`src/rtl/alu_sequencer_if.sv`:
```
// Instruction, ALU-side and status/debug signals of the ALU issue/writeback stage.
// ALUSEQ_COND_EXEC_EN adds in_cond (to the stage) and skipped (from the stage).
interface alu_sequencer_if;
  logic        in_valid;
  logic        in_ready;
  logic [3:0]  in_op;
  logic [3:0]  in_rd;
  logic [3:0]  in_ra;
  logic [3:0]  in_rb;
  logic        in_imm_en;
  logic [31:0] in_imm;
`ifdef ALUSEQ_COND_EXEC_EN
  logic [1:0]  in_cond;
  logic        skipped;
`endif
  logic [31:0] alu_a;
  logic [31:0] alu_b;
  logic [3:0]  alu_op;
  logic [31:0] alu_c;
  logic        alu_zero;
  logic        alu_neg;
  logic        done;
  logic [31:0] wb_data;
  logic        flag_z;
  logic        flag_n;
  logic [3:0]  dbg_addr;
  logic [31:0] dbg_data;

  modport slave (
`ifdef ALUSEQ_COND_EXEC_EN
    input  in_cond,
    output skipped,
`endif
    input  in_valid, in_op, in_rd, in_ra, in_rb, in_imm_en, in_imm,
    input  alu_c, alu_zero, alu_neg, dbg_addr,
    output in_ready, alu_a, alu_b, alu_op, done, wb_data, flag_z, flag_n, dbg_data
  );

  modport master (
`ifdef ALUSEQ_COND_EXEC_EN
    output in_cond,
    input  skipped,
`endif
    output in_valid, in_op, in_rd, in_ra, in_rb, in_imm_en, in_imm,
    output alu_c, alu_zero, alu_neg, dbg_addr,
    input  in_ready, alu_a, alu_b, alu_op, done, wb_data, flag_z, flag_n, dbg_data
  );
endinterface

```
`src/rtl/alu_sequencer.sv`:
```
// Issue/writeback stage around an external 32-bit ALU with a 16x32 register file and Z/N flags;
// optional ALUSEQ_COND_EXEC_EN adds condition-gated commit. Latency: 3 cycles (IDLE->EXEC->WB).
// Backpressure: in_ready is high only in IDLE; requests offered in EXEC/WB are ignored and must be held.
module alu_sequencer #(
  parameter bit ZERO_R0  = 1'b1,
  parameter bit CMP_NOWB = 1'b1
) (
  input logic           clk,
  input logic           resetn,
  alu_sequencer_if.slave bus
);

  typedef enum logic [1:0] {
    IDLE = 2'd0,
    EXEC = 2'd1,
    WB   = 2'd2
  } state_t;

  state_t      state_q, state_d;
  logic [31:0] rf_q [16];
  logic [31:0] alu_a_q, alu_b_q, wb_data_q;
  logic [3:0]  alu_op_q, rd_q;
  logic        wr_en_q, flag_en_q;
  logic        z_q, n_q;
  logic        flag_z_q, flag_n_q;
`ifdef ALUSEQ_COND_EXEC_EN
  logic        skip_q;
`endif

  logic        accept;
  logic [31:0] src_a, src_b;
  logic        op_defined, op_nowb, cond_ok;
  logic        wr_en_d, flag_en_d;

  assign src_a = (ZERO_R0 && bus.in_ra == 4'd0) ? 32'd0 : rf_q[bus.in_ra];
  assign src_b = (ZERO_R0 && bus.in_rb == 4'd0) ? 32'd0 : rf_q[bus.in_rb];

  always_comb begin
    state_d = state_q;
    accept  = 1'b0;
    case (state_q)
      IDLE: begin
        if (bus.in_valid) begin
          accept  = 1'b1;
          state_d = EXEC;
        end
      end
      EXEC:    state_d = WB;
      WB:      state_d = IDLE;
      default: state_d = IDLE;
    endcase
  end

  // Commit class is decided at accept so WB needs only the latched enables.
  always_comb begin
    op_defined = !(bus.in_op inside {4'd2, 4'd3, 4'd10, 4'd11});
    op_nowb    = CMP_NOWB && (bus.in_op == 4'd8 || bus.in_op == 4'd9);
`ifdef ALUSEQ_COND_EXEC_EN
    case (bus.in_cond)
      2'b00:   cond_ok = 1'b1;
      2'b01:   cond_ok = flag_z_q;
      2'b10:   cond_ok = flag_n_q;
      default: cond_ok = !flag_z_q;
    endcase
`else
    cond_ok = 1'b1;
`endif
    flag_en_d = op_defined && cond_ok;
    wr_en_d   = flag_en_d && !op_nowb && !(ZERO_R0 && bus.in_rd == 4'd0);
  end

  always_ff @(posedge clk or negedge resetn) begin
    if (!resetn) state_q <= IDLE;
    else         state_q <= state_d;
  end

  always_ff @(posedge clk or negedge resetn) begin
    if (!resetn) begin
      for (int i = 0; i < 16; i++) rf_q[i] <= '0;
      alu_a_q   <= '0;
      alu_b_q   <= '0;
      alu_op_q  <= '0;
      rd_q      <= '0;
      wr_en_q   <= 1'b0;
      flag_en_q <= 1'b0;
      wb_data_q <= '0;
      z_q       <= 1'b0;
      n_q       <= 1'b0;
      flag_z_q  <= 1'b0;
      flag_n_q  <= 1'b0;
`ifdef ALUSEQ_COND_EXEC_EN
      skip_q    <= 1'b0;
`endif
    end else begin
      if (accept) begin
        alu_a_q   <= src_a;
        alu_b_q   <= bus.in_imm_en ? bus.in_imm : src_b;
        alu_op_q  <= bus.in_op;
        rd_q      <= bus.in_rd;
        wr_en_q   <= wr_en_d;
        flag_en_q <= flag_en_d;
`ifdef ALUSEQ_COND_EXEC_EN
        skip_q    <= !cond_ok;
`endif
      end
      if (state_q == EXEC) begin
        wb_data_q <= bus.alu_c;
        z_q       <= bus.alu_zero;
        n_q       <= bus.alu_neg;
      end
      if (state_q == WB) begin
        if (wr_en_q) rf_q[rd_q] <= wb_data_q;
        if (flag_en_q) begin
          flag_z_q <= z_q;
          flag_n_q <= n_q;
        end
      end
    end
  end

  assign bus.in_ready = (state_q == IDLE);
  assign bus.done     = (state_q == WB);
  assign bus.alu_a    = alu_a_q;
  assign bus.alu_b    = alu_b_q;
  assign bus.alu_op   = alu_op_q;
  assign bus.wb_data  = wb_data_q;
  assign bus.flag_z   = flag_z_q;
  assign bus.flag_n   = flag_n_q;
  assign bus.dbg_data = (ZERO_R0 && bus.dbg_addr == 4'd0) ? 32'd0 : rf_q[bus.dbg_addr];
`ifdef ALUSEQ_COND_EXEC_EN
  assign bus.skipped  = (state_q == WB) && skip_q;
`endif

endmodule

```
`src/flat_wrapper.sv`:
```
// flat-port wrapper written by rule: the top's interface ports become plain ports
module alu_sequencer_flat 
#(
  parameter bit ZERO_R0  = 1'b1,
  parameter bit CMP_NOWB = 1'b1
)
  (clk, resetn, bus_in_valid, bus_in_op, bus_in_rd, bus_in_ra, bus_in_rb, bus_in_imm_en, bus_in_imm, bus_alu_c, bus_alu_zero, bus_alu_neg, bus_dbg_addr, bus_in_ready, bus_alu_a, bus_alu_b, bus_alu_op, bus_done, bus_wb_data, bus_flag_z, bus_flag_n, bus_dbg_data);
  alu_sequencer_if bus_i ();
  input logic clk;
  input logic resetn;
  input wire logic [$bits(bus_i.in_valid)-1:0] bus_in_valid;
  input wire logic [$bits(bus_i.in_op)-1:0] bus_in_op;
  input wire logic [$bits(bus_i.in_rd)-1:0] bus_in_rd;
  input wire logic [$bits(bus_i.in_ra)-1:0] bus_in_ra;
  input wire logic [$bits(bus_i.in_rb)-1:0] bus_in_rb;
  input wire logic [$bits(bus_i.in_imm_en)-1:0] bus_in_imm_en;
  input wire logic [$bits(bus_i.in_imm)-1:0] bus_in_imm;
  input wire logic [$bits(bus_i.alu_c)-1:0] bus_alu_c;
  input wire logic [$bits(bus_i.alu_zero)-1:0] bus_alu_zero;
  input wire logic [$bits(bus_i.alu_neg)-1:0] bus_alu_neg;
  input wire logic [$bits(bus_i.dbg_addr)-1:0] bus_dbg_addr;
  output wire logic [$bits(bus_i.in_ready)-1:0] bus_in_ready;
  output wire logic [$bits(bus_i.alu_a)-1:0] bus_alu_a;
  output wire logic [$bits(bus_i.alu_b)-1:0] bus_alu_b;
  output wire logic [$bits(bus_i.alu_op)-1:0] bus_alu_op;
  output wire logic [$bits(bus_i.done)-1:0] bus_done;
  output wire logic [$bits(bus_i.wb_data)-1:0] bus_wb_data;
  output wire logic [$bits(bus_i.flag_z)-1:0] bus_flag_z;
  output wire logic [$bits(bus_i.flag_n)-1:0] bus_flag_n;
  output wire logic [$bits(bus_i.dbg_data)-1:0] bus_dbg_data;
  assign bus_i.in_valid = bus_in_valid;
  assign bus_i.in_op = bus_in_op;
  assign bus_i.in_rd = bus_in_rd;
  assign bus_i.in_ra = bus_in_ra;
  assign bus_i.in_rb = bus_in_rb;
  assign bus_i.in_imm_en = bus_in_imm_en;
  assign bus_i.in_imm = bus_in_imm;
  assign bus_i.alu_c = bus_alu_c;
  assign bus_i.alu_zero = bus_alu_zero;
  assign bus_i.alu_neg = bus_alu_neg;
  assign bus_i.dbg_addr = bus_dbg_addr;
  assign bus_in_ready = bus_i.in_ready;
  assign bus_alu_a = bus_i.alu_a;
  assign bus_alu_b = bus_i.alu_b;
  assign bus_alu_op = bus_i.alu_op;
  assign bus_done = bus_i.done;
  assign bus_wb_data = bus_i.wb_data;
  assign bus_flag_z = bus_i.flag_z;
  assign bus_flag_n = bus_i.flag_n;
  assign bus_dbg_data = bus_i.dbg_data;
  alu_sequencer #(.ZERO_R0(ZERO_R0), .CMP_NOWB(CMP_NOWB)) u_core (.clk(clk), .resetn(resetn), .bus(bus_i));
endmodule
```
`config.mk`:
```
export PLATFORM = sky130hd
export DESIGN_NAME = alu_sequencer_flat
export DESIGN_NICKNAME = d
export VERILOG_FILES = /design/src/rtl/alu_sequencer_if.sv /design/src/rtl/alu_sequencer.sv /design/src/flat_wrapper.sv
export SDC_FILE = /design/constraint.sdc
export NUM_CORES = 1
export LEC_CHECK = 0
export ABC_AREA = 0
export ABC_CLOCK_PERIOD_IN_PS = 2100
export CAP_MARGIN = 20
export CORE_MARGIN = 1.5
export CORE_UTILIZATION = 55
export DETAILED_ROUTE_END_ITERATION = 12
export PLACE_DENSITY = 0.78
export SYNTH_ARGS = -nofsm -noshare
export SYNTH_HDL_FRONTEND = slang
export SYNTH_SLANG_ARGS = --single-unit
```
`constraint.sdc`:
```
create_clock -name clk -period 2.1 [get_ports clk]
set_input_delay 0.42 -clock clk [delete_from_list [all_inputs] [get_ports clk]]
set_output_delay 0.42 -clock clk [all_outputs]
set_load 0.01 [all_outputs]
```
-- After elaboration in Yosys (flattened, before gate mapping)
Index checks and enable logic that the tools add are counted.
- output and inout bits: 136
- bits in registers: 624
- bitwise operators: 4
- reductions and logical operators: 15
- multiplexer cells: 20
- equal/unequal tests: 9
- $lt $le $gt $ge: 5
- operator list (cell ; count):
    $bwmux W512 ; 1
    $bmux W32 S4 ; 3
    $mux W32 ; 11
    $demux W32 S4 ; 1
    $ge A5 B5 Y1 const B ; 4
    $not A4 Y5 ; 4
    $eq A4 B4 Y1 const B ; 4
    $logic_not A4 Y1 ; 4
    $eq A4 B2 Y1 const B ; 2
    $lt A5 B1 Y1 const B ; 1
    $pmux W2 S2 ; 1
    $reduce_and A2 Y1 ; 2
    $reduce_bool A4 Y1 ; 1
    $logic_and A1 B1 Y1 ; 3
    $logic_not A1 Y1 ; 3
    $eq A2 B1 Y1 const B ; 1
    $eq A2 B2 Y1 const B ; 1
    $logic_not A2 Y1 ; 1
    $mux W1 ; 2
    $mux W2 ; 1
    $ne A2 B2 Y1 const B ; 1
    $logic_or A1 B1 Y1 ; 1

-- Longest topological paths before layout
- depth in word-level cells: 6
- gate-level depth with buffers: 8

-- Worst setup path before layout
OpenSTA, ideal clock, no wires.
- path kind: input to output
- start point: input bus_dbg_addr[0]
- end point: output bus_dbg_data[10]
- stages on the path: 6
- data arrival time: 1.842 ns
- slack: -0.162 ns
- cells stage by stage: buf_4 buf_2 buf_4 mux4_2 mux2i_1 a21oi_1
- word-level cells in the longest chain between the ends: 5
- elaborated cells on any way between the ends: 6
- classes of those cells: mux (4); bitwise (1); reduce/logical (1)
- RTL lines (element ; line ; source):
    start: declaration ; flat_wrapper.sv:21 ; input wire logic [$bits(bus_i.dbg_addr)-1:0] bus_dbg_addr;
    $not A4 Y5 (not written as such) ; alu_sequencer.sv:129 ; assign bus.dbg_data = (ZERO_R0 && bus.dbg_addr == 4'd0) ? 32'd0 : rf_q[bus.dbg_addr];
    $bmux W32 S4 ; alu_sequencer.sv:129 ;
    $mux W32 (not written as such) (2 in series) ; alu_sequencer.sv:129 ;
    $mux W32 (*) ; alu_sequencer.sv:129 ;
    end: declaration ; flat_wrapper.sv:30 ; output wire logic [$bits(bus_i.dbg_data)-1:0] bus_dbg_data;
Every way passes the cells marked *; elsewhere a longest branch is shown, timed or not. The select of a mux whose other input is x is not followed.

-- Final worst setup path
- start point: register u_core.rf_q[415] (netlist name)
- end point: output bus_dbg_data[31]
- word-level cells in the longest chain between the ends: 4
- RTL lines (element ; line ; source):
    start: declaration ; alu_sequencer.sv:20 ; logic [31:0] rf_q [16];
    start signal: indexed assignment ; alu_sequencer.sv:112 ; if (wr_en_q) rf_q[rd_q] <= wb_data_q;
    $bmux W32 S4 ; alu_sequencer.sv:129 ;
    $mux W32 (not written as such) (2 in series) ; alu_sequencer.sv:129 ;
    $mux W32 ; alu_sequencer.sv:129 ;
Every way passes these cells. The select of a mux whose other input is x is not followed.

==> impl_metrics.yaml <==
global_routing:
  grt_pass1_vias: 30300
  grt_pass1_wl_um: 186000
  grt_start_max_net_pins: 72
  antenna_found_initial: 1
  overflow: 0
  track_usage: 0.374
sta:
  finalSetupViolCount: 32
  period_share: 1.18
  final.setup.tns_ps: -9970
  timing.final.ws_setup_ps: -380
  fin_skew_ps: 26.4
  post-route-min-period_ps: 2480
  tightestPinTransition_ps: 702
  slew_violations: 0
  finalHoldViolations: 0
  relSlewSlack: 0.531
  fmax_ghz: 0.403
  rsz0062_at_grt: "true"
die:
  dieArea_um2: 65700
  die_w_um: 256
  rows: 92
  pin_count: 226
  die_y_um: 256
  coreArea_um2: 63200
  start_util: 0.558
clocking:
  cts.sinks: 624
  ctsRootBufferMaster: "clkbuf_16"
  cts_tree: "built"
  cts_buffers: 71
  clock_latency_ps: 620
  htreeDepth: 3
  clock_path_buffers: 3
  clkTransAtPathRegs_ps: 60
routing:
  vias: 28200
  ant_nets: 0
  routedWlPerCell_um: 29.9
  viasPerCell: 6.81
  drtIter0Drc: 3036
  finalWirelength_um: 124000
  first_pass_iters: 5
  route.detailed.drc: 0
setup_path:
  path_cells: "mux2_2 -> a221o_1 -> a21oi_4 -> a21oi_4 -> buf_2"
  cp-start-kind: "register"
  worstPathMaxFanout: 2
  crit_arrival_ps: 2060
  crit_top_cell: "a21oi_4"
  cp.required_ps: 1680
  critPathKind: "register to primary output"
  cp-end-kind: "primary output"
  crit_start: "u_core.rf_q[415]"
  max_stage_delay_ps: 390
  r2r-start: "u_core.state_q[0]"
  crit_slowest_cell: "dfrtp_1"
placement:
  dp_hpwl_um: 78300
  place_inst: 3931
  io_buffer_count: 225
  placed_area_um2: 43400
  routabilityCongestion: 0.926
power:
  vdd_drop_max_v: 0.000935
  p_leak_nw: 22.0
  fin_total_pwr_mw: 50.8
  powerDensity_nw_per_um2: 1080
logic_synthesis:
  ys_warn_count: 0
  syn_inst: 2499
  synthFlopType: "dfrtp_1"
  post-synth-top-count-cell: "dfrtp_1"
  synthTopCellsByArea: "dfrtp_1 44%, mux4_2 16%, mux2_2 11%"
  synth_seq_area_share: 0.443
  avgSynthCellArea_um2: 14.1
  synth_seq_cells: 624
  synth.top_cell.area_share: 0.443
  yosysUniqueCellTypes: 40
  synth_edf_count: 0
  synth_top_cell_by_area: "dfrtp_1"
  synth_common_cells: "624 x dfrtp_1, 333 x mux2_2, 280 x mux2_1"
  async_flop_share: 1.00
  syn_area_um2: 35300
  syn-num-nets: 2589
cells_and_area:
  fin_nets: 3330
  syn2layout_area_growth_pct: 33.5
  drive_above_1_share: 0.489
  final_design_area_no_fill_um2: 47100
  layout.cells.non_filler: 4142
  finish.utilization: 0.745
flow_run:
  cap_viol_max_count: 0
run_status:
  outcome: "finished with violations"
  violations: "setup timing"
worst_hold_path:
  hold_path_class: "input pin to async pin"
## placed cells by master (no fill, tap or decap), types with 48 or more instances in the layout
| cell type | netlist | final |
|---|---|---|
| dfrtp_1 | 624 | 622 |
| buf_4 | 16 | 601 |
| mux2_2 | 333 | 331 |
| mux2_1 | 280 | 280 |
| mux4_2 | 255 | 255 |
| mux2i_1 | 225 | 209 |
| clkdlybuf4s50_1 | 0 | 179 |
| buf_12 | 0 | 99 |
| clkbuf_16 | 0 | 76 |
| a221o_1 | 64 | 64 |
| a22oi_1 | 64 | 64 |
| a21oi_2 | 0 | 48 |
## power by group
group	internal [mW]	leakage, nW	switching, mW	total [mW]
Sequential	15.6	8.34	2.62	18.2
Clock	8.11	1.23	5.22	13.3
Combinational	11.2	12.5	8.10	19.3
Total	34.9	22.0	15.9	50.8
## worst max-delay path: cells and delay by family (launching register included)
| kind | cells | cell delay [ps] |
|---|---|---|
| DFF | 1 | 390 |
| AOI/OAI and AO/OA | 3 | 600 |
| muxes | 1 | 270 |
| buffers and inverters | 1 | 180 |
## final timing paths
path,cells past startpoint,slack (ps),to
hold reg to reg,2,480,u_core.bus.alu_op[3]
min in group clk,3,370,u_core.bus.alu_b[26]
setup reg to reg,6,70,u_core.rf_q[487]
setup / recovery,5,-380,bus_dbg_data[31]
hold / removal,2,310,u_core.bus.wb_data[19]
max in group asynchronous,4,890,u_core.bus.wb_data[4]
## cell type report
cell class	instances	area, um2
inverter	2	7.51
fill	3622	16100
clock inverter	21	319
antenna	1	2.50
multi-input combinational	1616	19300
tap	846	1060
clock buffer	107	2170
timing repair buffer	925	8660
sequential	624	15600
## sequential cells by signal (all words and copies together), names as in the netlist
name                cells
u_core.rf_q           512
u_core.bus.alu_a       32
u_core.bus.alu_b       32
u_core.bus.wb_data     32
u_core.bus.alu_op       4
u_core.rd_q             4
u_core.state_q          2
u_core.bus.flag_n       1
u_core.bus.flag_z       1
u_core.flag_en_q        1
u_core.n_q              1
u_core.wr_en_q          1
u_core.z_q              1
## metal layers
metal | part of all wire | global-route usage | wire length, um | vias to the layer above
li1 | - | - | - | 11200
met2 | 0.47 | 0.595 | 58600 | 1921
met5 | 0 | 0 | 0 | -
met4 | 0.053 | 0.198 | 6610 | 0
met3 | 0.11 | 0.0857 | 13300 | 462
met1 | 0.37 | 0.480 | 45200 | 14600
## what timing repair did
action / 4_1_cts / 5_1_grt
setup endpoints to repair: 35 / 34
pin swaps: 23 / 16
hold buffers: 1 / 0
resized for setup: 236 / 30
endpoints found under the hold margin: 36 / 0
gates cloned: 1 / 1
buffers inserted: 44 / 36
## kinds of logic (layout without fill, tap and decap cells)
family,count (synthesis),in the layout,synth area share
flops,624,624,0.443
compound gates,323,323,0.0716
other cells,0,1,0
mux,1093,1093,0.422
buf+inv,259,1055,0.0335
simple gates,200,200,0.0298
## through the flow
stage,worst slack [ps],hold slack (ps)
2_1_floorplan,46.3,124
3_5_place_dp,-761,370
3_3_place_gp,-720,370
5_1_grt,-409,352
6_report,-380,306
4_1_cts,-359,319
Note: power is estimated with default switching activity, not from simulation.
